<file path="src/rtl/regfile_wb_queue_if.sv">
// Write-back queue bus: producer handshake on the in_* side, register-file write port on the
// write_* side. The queue uses the slave modport; the producer/regfile model uses master.
interface regfile_wb_queue_if #(
  parameter int unsigned N = 16
) ();
  logic         in_valid;
  logic         in_ready;
  logic [2:0]   in_addr;
  logic [N-1:0] in_data;
  logic         wb_stall;
  logic         write_enable;
  logic [2:0]   write_addr;
  logic [N-1:0] write_data;

  modport slave (
    input  in_valid,
    input  in_addr,
    input  in_data,
    input  wb_stall,
    output in_ready,
    output write_enable,
    output write_addr,
    output write_data
  );

  modport master (
    output in_valid,
    output in_addr,
    output in_data,
    output wb_stall,
    input  in_ready,
    input  write_enable,
    input  write_addr,
    input  write_data
  );
endinterface

</file>
<file path="src/rtl/regfile_wb_queue.sv">
// Register-file write-back queue: FIFO of {addr, data} results draining into one write port,
// with optional youngest-match forwarding enabled by the REGFILE_WB_FORWARD_EN macro.
module regfile_wb_queue #(
  parameter int unsigned N     = 16,
  parameter int unsigned DEPTH = 4,
  localparam int unsigned CntW = $clog2(DEPTH) + 1
) (
  input  logic              clk,
  input  logic              rst,
  regfile_wb_queue_if.slave wb,
  input  logic [2:0]        read_addr1,
  input  logic [2:0]        read_addr2,
  output logic              fwd_hit1,
  output logic              fwd_hit2,
  output logic [N-1:0]      fwd_data1,
  output logic [N-1:0]      fwd_data2,
  output logic [CntW-1:0]   count
);

  localparam int unsigned PtrW = $clog2(DEPTH);

  // Entry storage is deliberately unreset; every read of it is gated by occupancy.
  logic [2:0]      mem_addr [DEPTH];
  logic [N-1:0]    mem_data [DEPTH];

  logic [PtrW-1:0] wr_ptr_q, wr_ptr_d;
  logic [PtrW-1:0] rd_ptr_q, rd_ptr_d;
  logic [CntW-1:0] count_q, count_d;

  logic            not_empty;
  logic            push;
  logic            pop;

  // Handshake and write port depend only on registered occupancy plus wb_stall.
  assign not_empty       = (count_q != '0);
  assign wb.in_ready     = (count_q < CntW'(DEPTH));
  assign wb.write_enable = not_empty && !wb.wb_stall;
  assign wb.write_addr   = not_empty ? mem_addr[rd_ptr_q] : '0;
  assign wb.write_data   = not_empty ? mem_data[rd_ptr_q] : '0;
  assign count           = count_q;

  assign push = wb.in_valid && wb.in_ready;
  assign pop  = wb.write_enable;

  always_comb begin
    wr_ptr_d = wr_ptr_q;
    rd_ptr_d = rd_ptr_q;
    count_d  = count_q;
    if (push) begin
      wr_ptr_d = wr_ptr_q + PtrW'(1);
    end
    if (pop) begin
      rd_ptr_d = rd_ptr_q + PtrW'(1);
    end
    case ({push, pop})
      2'b10:   count_d = count_q + CntW'(1);
      2'b01:   count_d = count_q - CntW'(1);
      default: count_d = count_q;
    endcase
  end

  always_ff @(posedge clk or posedge rst) begin
    if (rst) begin
      wr_ptr_q <= '0;
      rd_ptr_q <= '0;
      count_q  <= '0;
    end else begin
      wr_ptr_q <= wr_ptr_d;
      rd_ptr_q <= rd_ptr_d;
      count_q  <= count_d;
    end
  end

  always_ff @(posedge clk) begin
    if (push) begin
      mem_addr[wr_ptr_q] <= wb.in_addr;
      mem_data[wr_ptr_q] <= wb.in_data;
    end
  end

`ifdef REGFILE_WB_FORWARD_EN
  // Scan oldest to youngest so a later match overrides; the head being written still counts.
  always_comb begin
    fwd_hit1  = 1'b0;
    fwd_hit2  = 1'b0;
    fwd_data1 = '0;
    fwd_data2 = '0;
    for (int unsigned i = 0; i < DEPTH; i++) begin
      if (CntW'(i) < count_q) begin
        if (mem_addr[rd_ptr_q + PtrW'(i)] == read_addr1) begin
          fwd_hit1  = 1'b1;
          fwd_data1 = mem_data[rd_ptr_q + PtrW'(i)];
        end
        if (mem_addr[rd_ptr_q + PtrW'(i)] == read_addr2) begin
          fwd_hit2  = 1'b1;
          fwd_data2 = mem_data[rd_ptr_q + PtrW'(i)];
        end
      end
    end
  end
`else
  logic unused_read_addr;
  assign unused_read_addr = ^{read_addr1, read_addr2};
  assign fwd_hit1  = 1'b0;
  assign fwd_hit2  = 1'b0;
  assign fwd_data1 = '0;
  assign fwd_data2 = '0;
`endif

`ifndef SYNTHESIS
  count_in_range: assert property (@(posedge clk) disable iff (rst) count_q <= CntW'(DEPTH));
`endif

endmodule

</file>
<file path="src/flat_wrapper.sv">
// flat-port wrapper written by rule: the top's interface ports become plain ports
module regfile_wb_queue_flat 
#(
  parameter int unsigned N     = 16,
  parameter int unsigned DEPTH = 4,
  localparam int unsigned CntW = $clog2(DEPTH) + 1
)
  (clk, rst, read_addr1, read_addr2, fwd_hit1, fwd_hit2, fwd_data1, fwd_data2, count, wb_in_valid, wb_in_addr, wb_in_data, wb_wb_stall, wb_in_ready, wb_write_enable, wb_write_addr, wb_write_data);
  regfile_wb_queue_if #(.N(N)) wb_i ();
  input  logic clk;
  input  logic rst;
  input  logic [2:0] read_addr1;
  input  logic [2:0] read_addr2;
  output logic fwd_hit1;
  output logic fwd_hit2;
  output logic [N-1:0] fwd_data1;
  output logic [N-1:0] fwd_data2;
  output logic [CntW-1:0] count;
  input wire logic [$bits(wb_i.in_valid)-1:0] wb_in_valid;
  input wire logic [$bits(wb_i.in_addr)-1:0] wb_in_addr;
  input wire logic [$bits(wb_i.in_data)-1:0] wb_in_data;
  input wire logic [$bits(wb_i.wb_stall)-1:0] wb_wb_stall;
  output wire logic [$bits(wb_i.in_ready)-1:0] wb_in_ready;
  output wire logic [$bits(wb_i.write_enable)-1:0] wb_write_enable;
  output wire logic [$bits(wb_i.write_addr)-1:0] wb_write_addr;
  output wire logic [$bits(wb_i.write_data)-1:0] wb_write_data;
  assign wb_i.in_valid = wb_in_valid;
  assign wb_i.in_addr = wb_in_addr;
  assign wb_i.in_data = wb_in_data;
  assign wb_i.wb_stall = wb_wb_stall;
  assign wb_in_ready = wb_i.in_ready;
  assign wb_write_enable = wb_i.write_enable;
  assign wb_write_addr = wb_i.write_addr;
  assign wb_write_data = wb_i.write_data;
  regfile_wb_queue #(.N(N), .DEPTH(DEPTH)) u_core (.clk(clk), .rst(rst), .wb(wb_i), .read_addr1(read_addr1), .read_addr2(read_addr2), .fwd_hit1(fwd_hit1), .fwd_hit2(fwd_hit2), .fwd_data1(fwd_data1), .fwd_data2(fwd_data2), .count(count));
endmodule
</file>
<file path="config.mk">
export PLATFORM = sky130hd
export DESIGN_NAME = regfile_wb_queue_flat
export DESIGN_NICKNAME = d
export VERILOG_FILES = /design/src/rtl/regfile_wb_queue_if.sv /design/src/rtl/regfile_wb_queue.sv /design/src/flat_wrapper.sv
export SDC_FILE = /design/constraint.sdc
export NUM_CORES = 1
export LEC_CHECK = 0
export CAP_MARGIN = 20
export CORE_MARGIN = 2
export CORE_UTILIZATION = 53
export CTS_CLUSTER_DIAMETER = 40
export DETAILED_ROUTE_END_ITERATION = 10
export GPL_TIMING_DRIVEN = 1
export PLACE_DENSITY = 0.95
export SYNTH_ARGS = -nofsm -noshare
export SYNTH_HDL_FRONTEND = slang
export SYNTH_SLANG_ARGS = --single-unit
</file>
<file path="constraint.sdc">
create_clock -name clk -period 5.41 [get_ports clk]
set_input_delay 1.082 -clock clk [delete_from_list [all_inputs] [get_ports clk]]
set_output_delay 1.082 -clock clk [all_outputs]
set_load 0.01 [all_outputs]
</file>
==> results of run 1 <==
[cells by family (layout without fill, tap and decap cells)]
family / Yosys count / after routing / synth area share
muxes: 20 / 20 / 0.124
other: 1 / 34 / 0.00105
DFF: 83 / 83 / 0.687
adders and majority gates: 6 / 6 / 0.0231
and+or+nand+nor: 29 / 29 / 0.0564
AOI/OAI and AO/OA: 1 / 1 / 0.00140
buffers and inverters: 49 / 72 / 0.0924
xor gates and xnor gates: 6 / 6 / 0.0147
[layer usage]
metal / wire length, um / global-route usage
met5: 0 / 0
met1: 2190 / 0.180
met2: 2980 / 0.273
met4: 61 / 0.0635
met3: 346 / 0.0452
[power by group through the flow]
stage / registers [mW] / logic [mW] / clock network, mW
after floorplan: 0.864 / 0.533 / 0
after global placement: 0.908 / 0.787 / 0
after detailed placement: 0.917 / 0.806 / 0
after CTS: 0.902 / 0.813 / 0.519
after global routing: 0.918 / 0.876 / 0.551
final: 0.900 / 0.815 / 0.511
[metrics by stage]
| stage | hold WS, ps | instance area [um^2] |
|---|---|---|
| after floorplan | 560 | 3700 |
| after global placement | 563 | 3970 |
| after detailed placement | 569 | 3970 |
| after CTS | 584 | 4200 |
| after global routing | 630 | 4230 |
| final | 600 | 4230 |
[worst max-delay path, stage by stage, from the launching register on]
cell and delay (ps):
sky130_fd_sc_hd__dfrtp_1 600, sky130_fd_sc_hd__buf_4 380, sky130_fd_sc_hd__mux4_1 580, sky130_fd_sc_hd__nor2b_1 150, sky130_fd_sc_hd__clkdlybuf4s50_1 480
[cell usage in the layout (no fill, tap or decap), drive strengths merged, types with 4 or more instances in the layout]
| cell type | n |
|---|---|
| inv | 8 |
| dfrtp | 7 |
| conb | 34 |
| nor2b | 20 |
| edfxtp | 76 |
| clkdlybuf4s50 | 46 |
| ha | 5 |
| and2 | 4 |
| clkbuf | 13 |
| mux4 | 19 |
[final timing paths]
path	start	end	slack, ps	depth (start not counted)
setup / recovery	u_core.rd_ptr_q[0]$_DFFE_PP0P_	wb_write_data[6]	1810	4
hold / removal	u_core.count[0]$_DFFE_PP0P_	u_core.count[0]$_DFFE_PP0P_	600	1
setup reg to reg	u_core.count[2]$_DFFE_PP0P_	u_core.mem_data[3][10]$_DFFE_PP_	3210	2
hold reg to reg	u_core.count[0]$_DFFE_PP0P_	u_core.count[0]$_DFFE_PP0P_	600	1
max in group asynchronous	rst	u_core.wr_ptr_q[0]$_DFFE_PP0P_	4220	2
min in group asynchronous	rst	u_core.count[1]$_DFFE_PP0P_	980	2
[area by class of cell]
cell class              instances  area [um^2]  area share
repair buffers                 48          493       0.117
clock inverters                 4         98.8      0.0234
well taps                      77         96.3      0.0228
clock buffers                  12          135      0.0320
multi-input cells              96          917       0.217
inverters                       8         30.0     0.00710
flip-flops and latches         83         2460       0.581
[registers in the layout (all words and copies together) (netlist names)]
| name | count |
|---|---|
| u_core.mem_data | 64 |
| u_core.count | 3 |
| u_core.mem_addr | 12 |
| u_core.wr_ptr_q | 2 |
| u_core.rd_ptr_q | 2 |
==> flow_metrics.env, run 1 <==
export IMPL_peakVddDrop_uv=379
export IMPL_ys_top_cells_by_count="sky130_fd_sc_hd__edfxtp_1 (76), sky130_fd_sc_hd__buf_4 (34), sky130_fd_sc_hd__mux4_2 (18)"
export IMPL_netlist_top_cells_area="sky130_fd_sc_hd__edfxtp_1 (64%), sky130_fd_sc_hd__mux4_2 (11%), sky130_fd_sc_hd__buf_4 (7.1%), sky130_fd_sc_hd__dfrtp_1 (4.9%), sky130_fd_sc_hd__nor2b_1 (3.0%)"
export IMPL_syn_avg_cell_area_um2=18.3
export IMPL_timing_clock_skew_ps=8.52
export IMPL_max_freq_mhz=278
export IMPL_stdcell_count=328
export IMPL_filler_cell_count=439
export IMPL_drc=0
export IMPL_synthDistinctLibCells=23
export IMPL_grt_pass1_wl_um=8300
export IMPL_cts_tree="done"
export IMPL_grt_max_degree=22
export IMPL_die_w_um=86.1
export IMPL_ys_seq_area_frac=0.687
export IMPL_cp_arrival_ps=2520
export IMPL_setup_viol=0
export IMPL_netlist_instances=195
export IMPL_comb_power_share=0.366
export IMPL_seq_power_share=0.404
export IMPL_core_um2=6420
export IMPL_slew_headroom=0.309
export IMPL_clkTransAtPathRegs_ps=70
export IMPL_power_internal_mw=1.60
export IMPL_rsz0062_at_grt="false"
export IMPL_ys_warnings_count=0
export IMPL_routed_wire_length_per_instance_um=17.0
export IMPL_outcome="finished, final reports clean"
export IMPL_y_dimension_of_the_die_um=86.1
export IMPL_net_switching_power_mw=0.626
export IMPL_ctsHoldBuffers=0
export IMPL_area_growth_synth_to_final_pct=18.3
export IMPL_sw_frac_of_total=0.281
export IMPL_cts_htree_levels=3
export IMPL_setup_worst_path_end_class="primary output"
export IMPL_layout_drive_gt1_share=0.147
export IMPL_layout_worst_path_cycle_share=0.665
export IMPL_synth_seq_cells=83
export IMPL_dr_first_iter_drc_count=124
export IMPL_setup_total_negative_slack_ps=0
export IMPL_postCtsSetupBuffers=0
export IMPL_insertedDiodeCount=0
export IMPL_final_period_minus_worst_setup_slack_ps=3600
export IMPL_synth_edff_count=76
export IMPL_initial_utilization=0.557
export IMPL_cts_root_to_sink_buffers=2
export IMPL_final_core_util=0.658
export IMPL_critical_setup_path_kind="flop to primary output"
export IMPL_routed_via_count=1653
export IMPL_global_placer_s_final_weighted_congestion=0.718
export IMPL_total_i_o_pin_count=87
export IMPL_grt_antenna_before_repair=0
export IMPL_clockPowerShare=0.230
export IMPL_ctsResizeCount=0
export IMPL_synthFlopType="sky130_fd_sc_hd__edfxtp_1"
export IMPL_hpwlAfterDp_um=3430
export IMPL_cap_violations=0
export IMPL_post_place_ws_ps=1970
export IMPL_synth_top_cell_area_share=0.638
export IMPL_clock_latency_ps=340
export IMPL_ys_async_sr_fraction=0.0843
export IMPL_static_leakage_power_nw=1.52
export IMPL_grt_pass1_vias=1665
export IMPL_io_buffers=46
export IMPL_hold_path_class="flop to flop"
export IMPL_via_per_inst=5.04
export IMPL_cts_root_buf="sky130_fd_sc_hd__clkbuf_8"
export IMPL_timing_final_max_slew_violations=0
export IMPL_sink_count=83
export IMPL_floorplan_die_area_um2=7420
export IMPL_required_ps=4330
export IMPL_detail_route_antenna_nets=0
export IMPL_globalRouteTotalUtil=0.156
export IMPL_cp_max_fo=14
export IMPL_synth_top_area_cell="sky130_fd_sc_hd__edfxtp_1"
export IMPL_cts_buf_count=9
export IMPL_fin_ws_ps=1810
export IMPL_yosys_cell_count_top_type="sky130_fd_sc_hd__edfxtp_1"
export IMPL_globalRoute_totalOverflow=0
export IMPL_post_place_cells=311
export IMPL_total_power_mw=2.23
export IMPL_finalWirelength_um=5570
export IMPL_start_kind="flop"
export IMPL_row_count=29
export IMPL_number_of_endpoints_with_negative_hold_slack_in_the_final_report=0
export IMPL_detail_route_first_pass_iterations=4
export IMPL_synthesis_area_um2=3570
export IMPL_tightestPinTransition_ps=1040
export IMPL_post_layout_net_count=281
export IMPL_power_density_relative_to_cell_area_nw_per_um2=527
No activity file was read; power rests on OpenSTA's default activity.
==> run 2, diff against run 1 <==
Settings changed: CORE_UTILIZATION 53 to 44, PLACE_DENSITY 0.95 to 0.86.
Clock period 5.41 ns to 3.2 ns, I/O delays scaled along.
==> run 2 against run 1 <==
  * Utilization decreased by 10 points
  * Clock-buffer cell count down 2
  * Global-route usage decreased by 0.91 points
  * Combinational power is 79% higher
  * Sequential cell count stayed put
  * Sequential power rose by 66%
  * Worst hold slack worse by 87 ps
  * Sequential share of layout area is 1.4 points lower
  * Critical endpoint is now wb_write_data[13]
  * Clock power rose by 89%
  * Worst setup slack got worse by 1600 ps
  * Routed wire length rose by 6.1%
  * Clock skew is essentially flat
==> flow_metrics.env, run 2 (synthesized netlist as in run 1, its figures left out) <==
export IMPL_outcome="finished, final reports clean"
export IMPL_drc=0
export IMPL_globalRoute_totalOverflow=0
export IMPL_design_area_um2=4330
export IMPL_layout_worst_path_cycle_share=0.945
export IMPL_global_placer_s_final_weighted_congestion=0.721
export IMPL_fin_ws_ps=175
export IMPL_post_place_ws_ps=539
export IMPL_die_w_um=94.1
export IMPL_total_i_o_pin_count=87
export IMPL_cell_with_the_largest_stage_delay_on_the_worst_path="sky130_fd_sc_hd__dfrtp_1"
export IMPL_largest_register_ffs=64
export IMPL_cp_max_fo=16
export IMPL_met2_routed_length_um=3220
export IMPL_globalRouteTotalUtil=0.147
export IMPL_power_density_relative_to_cell_area_nw_per_um2=904
export IMPL_ctsHoldBuffers=0
export IMPL_grt_antenna_before_repair=0
export IMPL_dr_first_iter_drc_count=82
export IMPL_critical_setup_path_kind="flop to primary output"
export IMPL_start_kind="flop"
export IMPL_worstPathBufferInverterCount=2
export IMPL_post_layout_net_count=286
export IMPL_initial_utilization=0.458
export IMPL_static_leakage_power_nw=1.56
export IMPL_area_growth_synth_to_final_pct=21.2
export IMPL_ctsResizeCount=0
export IMPL_hpwlAfterDp_um=3900
export IMPL_cts_tree="done"
export IMPL_detail_route_antenna_nets=0
export IMPL_dpl_cell_area_um2=4070
export IMPL_drt_met1_wl_um=2250
export IMPL_max_flop_register="u_core.mem_data"
export IMPL_final_period_minus_worst_setup_slack_ps=3030
export IMPL_timing_final_max_slew_violations=0
export IMPL_met3RoutedLength_um=321
export IMPL_max_freq_mhz=331
export IMPL_rsz0062_at_grt="false"
export IMPL_crit_chain="buf_12 -> mux4_2 -> nor2b_1 -> clkdlybuf4s50_1"
export IMPL_grt_pass1_vias=1824
export IMPL_hold_path_class="input port to asynchronous set/reset pin"
export IMPL_cts_root_to_sink_buffers=2
export IMPL_row_count=32
export IMPL_commonest_non_fill_non_tap_cell_in_the_layout="sky130_fd_sc_hd__edfxtp_1"
export IMPL_y_dimension_of_the_die_um=94.1
export IMPL_critical_path_max_stage_delay_ps=600
export IMPL_core_um2=7810
export IMPL_number_of_endpoints_with_negative_hold_slack_in_the_final_report=0
export IMPL_setup_viol=0
export IMPL_detail_route_first_pass_iterations=4
export IMPL_clock_latency_ps=360
export IMPL_rr_worst_depth=9
export IMPL_io_buffers=46
export IMPL_cp_arrival_ps=2390
export IMPL_clkTransAtPathRegs_ps=80
export IMPL_cap_violations=0
export IMPL_filler_cell_count=600
export IMPL_cts_root_buf="sky130_fd_sc_hd__clkbuf_8"
export IMPL_peakVddDrop_uv=606
export IMPL_layout_drive_gt1_share=0.172
export IMPL_finalWirelength_um=5910
export IMPL_post_place_cells=342
export IMPL_postCtsSetupBuffers=0
export IMPL_setup_total_negative_slack_ps=0
export IMPL_timing_clock_skew_ps=8.92
export IMPL_routed_wire_length_per_instance_um=16.5
export IMPL_routed_via_count=1708
export IMPL_critical_path_reg2reg_endpoint="u_core.count[2]$_DFFE_PP0P_"
export IMPL_via_per_inst=4.77
export IMPL_stdcell_count=358
export IMPL_insertedDiodeCount=0
export IMPL_most_common_layout_cells="sky130_fd_sc_hd__edfxtp_1 (76), sky130_fd_sc_hd__clkdlybuf4s50_1 (46), sky130_fd_sc_hd__conb_1 (34), sky130_fd_sc_hd__mux4_2 (18), sky130_fd_sc_hd__nor2b_1 (17)"
export IMPL_cts_htree_levels=3
export IMPL_required_ps=2560
export IMPL_timing_rr_start="u_core.count[0]$_DFFE_PP0P_"
export IMPL_top_signal_layer_used="met4"
export IMPL_critical_path_top_delay_family="buffers and inverters"
export IMPL_setup_worst_path_end_class="primary output"
export IMPL_regToRegSetupSlack_ps=1020
export IMPL_grt_max_degree=22
export IMPL_grt_pass1_wl_um=9400
export IMPL_floorplan_die_area_um2=8860
export IMPL_sink_count=83
export IMPL_cts_buf_count=9
## run 2: cell count changes in the layout (fill, tap and decap cells not counted), sizes merged
cell,change
clkinv,-1
buf,+6
inv,+1
clkinvlp,+1
clkbuf,-3
bufinv,+1
## run 2: per-stage QoR
stage,utilization,hold WS (ps),power [mW]
after global placement,0.521,559,2.95
after detailed placement,0.521,580,3.01
after floorplan,-,443,2.36
final,0.555,513,3.92
after CTS,0.555,505,3.97
after global routing,0.555,523,4.12
## run 2: area by class of cell
class                           count  area [um^2]  area share
Tap cell                          102          128      0.0294
Clock buffer                       10          128      0.0294
Inverter                            8         30.0     0.00693
Timing Repair Buffer               53          538       0.124
Multi-Input combinational cell     96          917       0.212
Clock inverter                      6          136      0.0315
Sequential cell                    83         2460       0.567
## run 2: per-layer routing
| layer | vias up | global-route usage |
|---|---|---|
| li1 | 764 | - |
| met5 | - | 0 |
| met2 | 70 | 0.265 |
| met4 | 0 | 0.0821 |
| met1 | 863 | 0.157 |
| met3 | 11 | 0.0353 |
## run 2: how the worst max path moves through the flow
stage / cells past startpoint / to / start
3_3_place_gp: 4 / wb_write_data[13] / u_core.rd_ptr_q[0]$_DFFE_PP0P_
6_report: 4 / wb_write_data[13] / u_core.rd_ptr_q[0]$_DFFE_PP0P_
3_5_place_dp: 4 / wb_write_data[13] / u_core.rd_ptr_q[0]$_DFFE_PP0P_
4_1_cts: 4 / wb_write_data[13] / u_core.rd_ptr_q[0]$_DFFE_PP0P_
2_1_floorplan: 9 / u_core.count[2]$_DFFE_PP0P_ / u_core.count[0]$_DFFE_PP0P_
5_1_grt: 4 / wb_write_data[13] / u_core.rd_ptr_q[0]$_DFFE_PP0P_
## run 2: power by group
| part | internal (mW) | leakage, nW | switching [mW] |
|---|---|---|---|
| sequential | 1.37 | 0.772 | 0.118 |
| clock | 0.600 | 0.127 | 0.366 |
| combinational | 0.840 | 0.661 | 0.622 |
| total | 2.81 | 1.56 | 1.11 |
## run 2: worst register-to-register path, cell delays in order, from the launching register on
cell and delay (ps):
sky130_fd_sc_hd__dfrtp_1 450, sky130_fd_sc_hd__nor3_4 70, sky130_fd_sc_hd__buf_4 230, sky130_fd_sc_hd__nor2_1 270, sky130_fd_sc_hd__ha_1 250, sky130_fd_sc_hd__inv_1 60, sky130_fd_sc_hd__fa_1 370, sky130_fd_sc_hd__xor2_1 150
sky130_fd_sc_hd__nor2_1 130, sky130_fd_sc_hd__xnor2_1 130
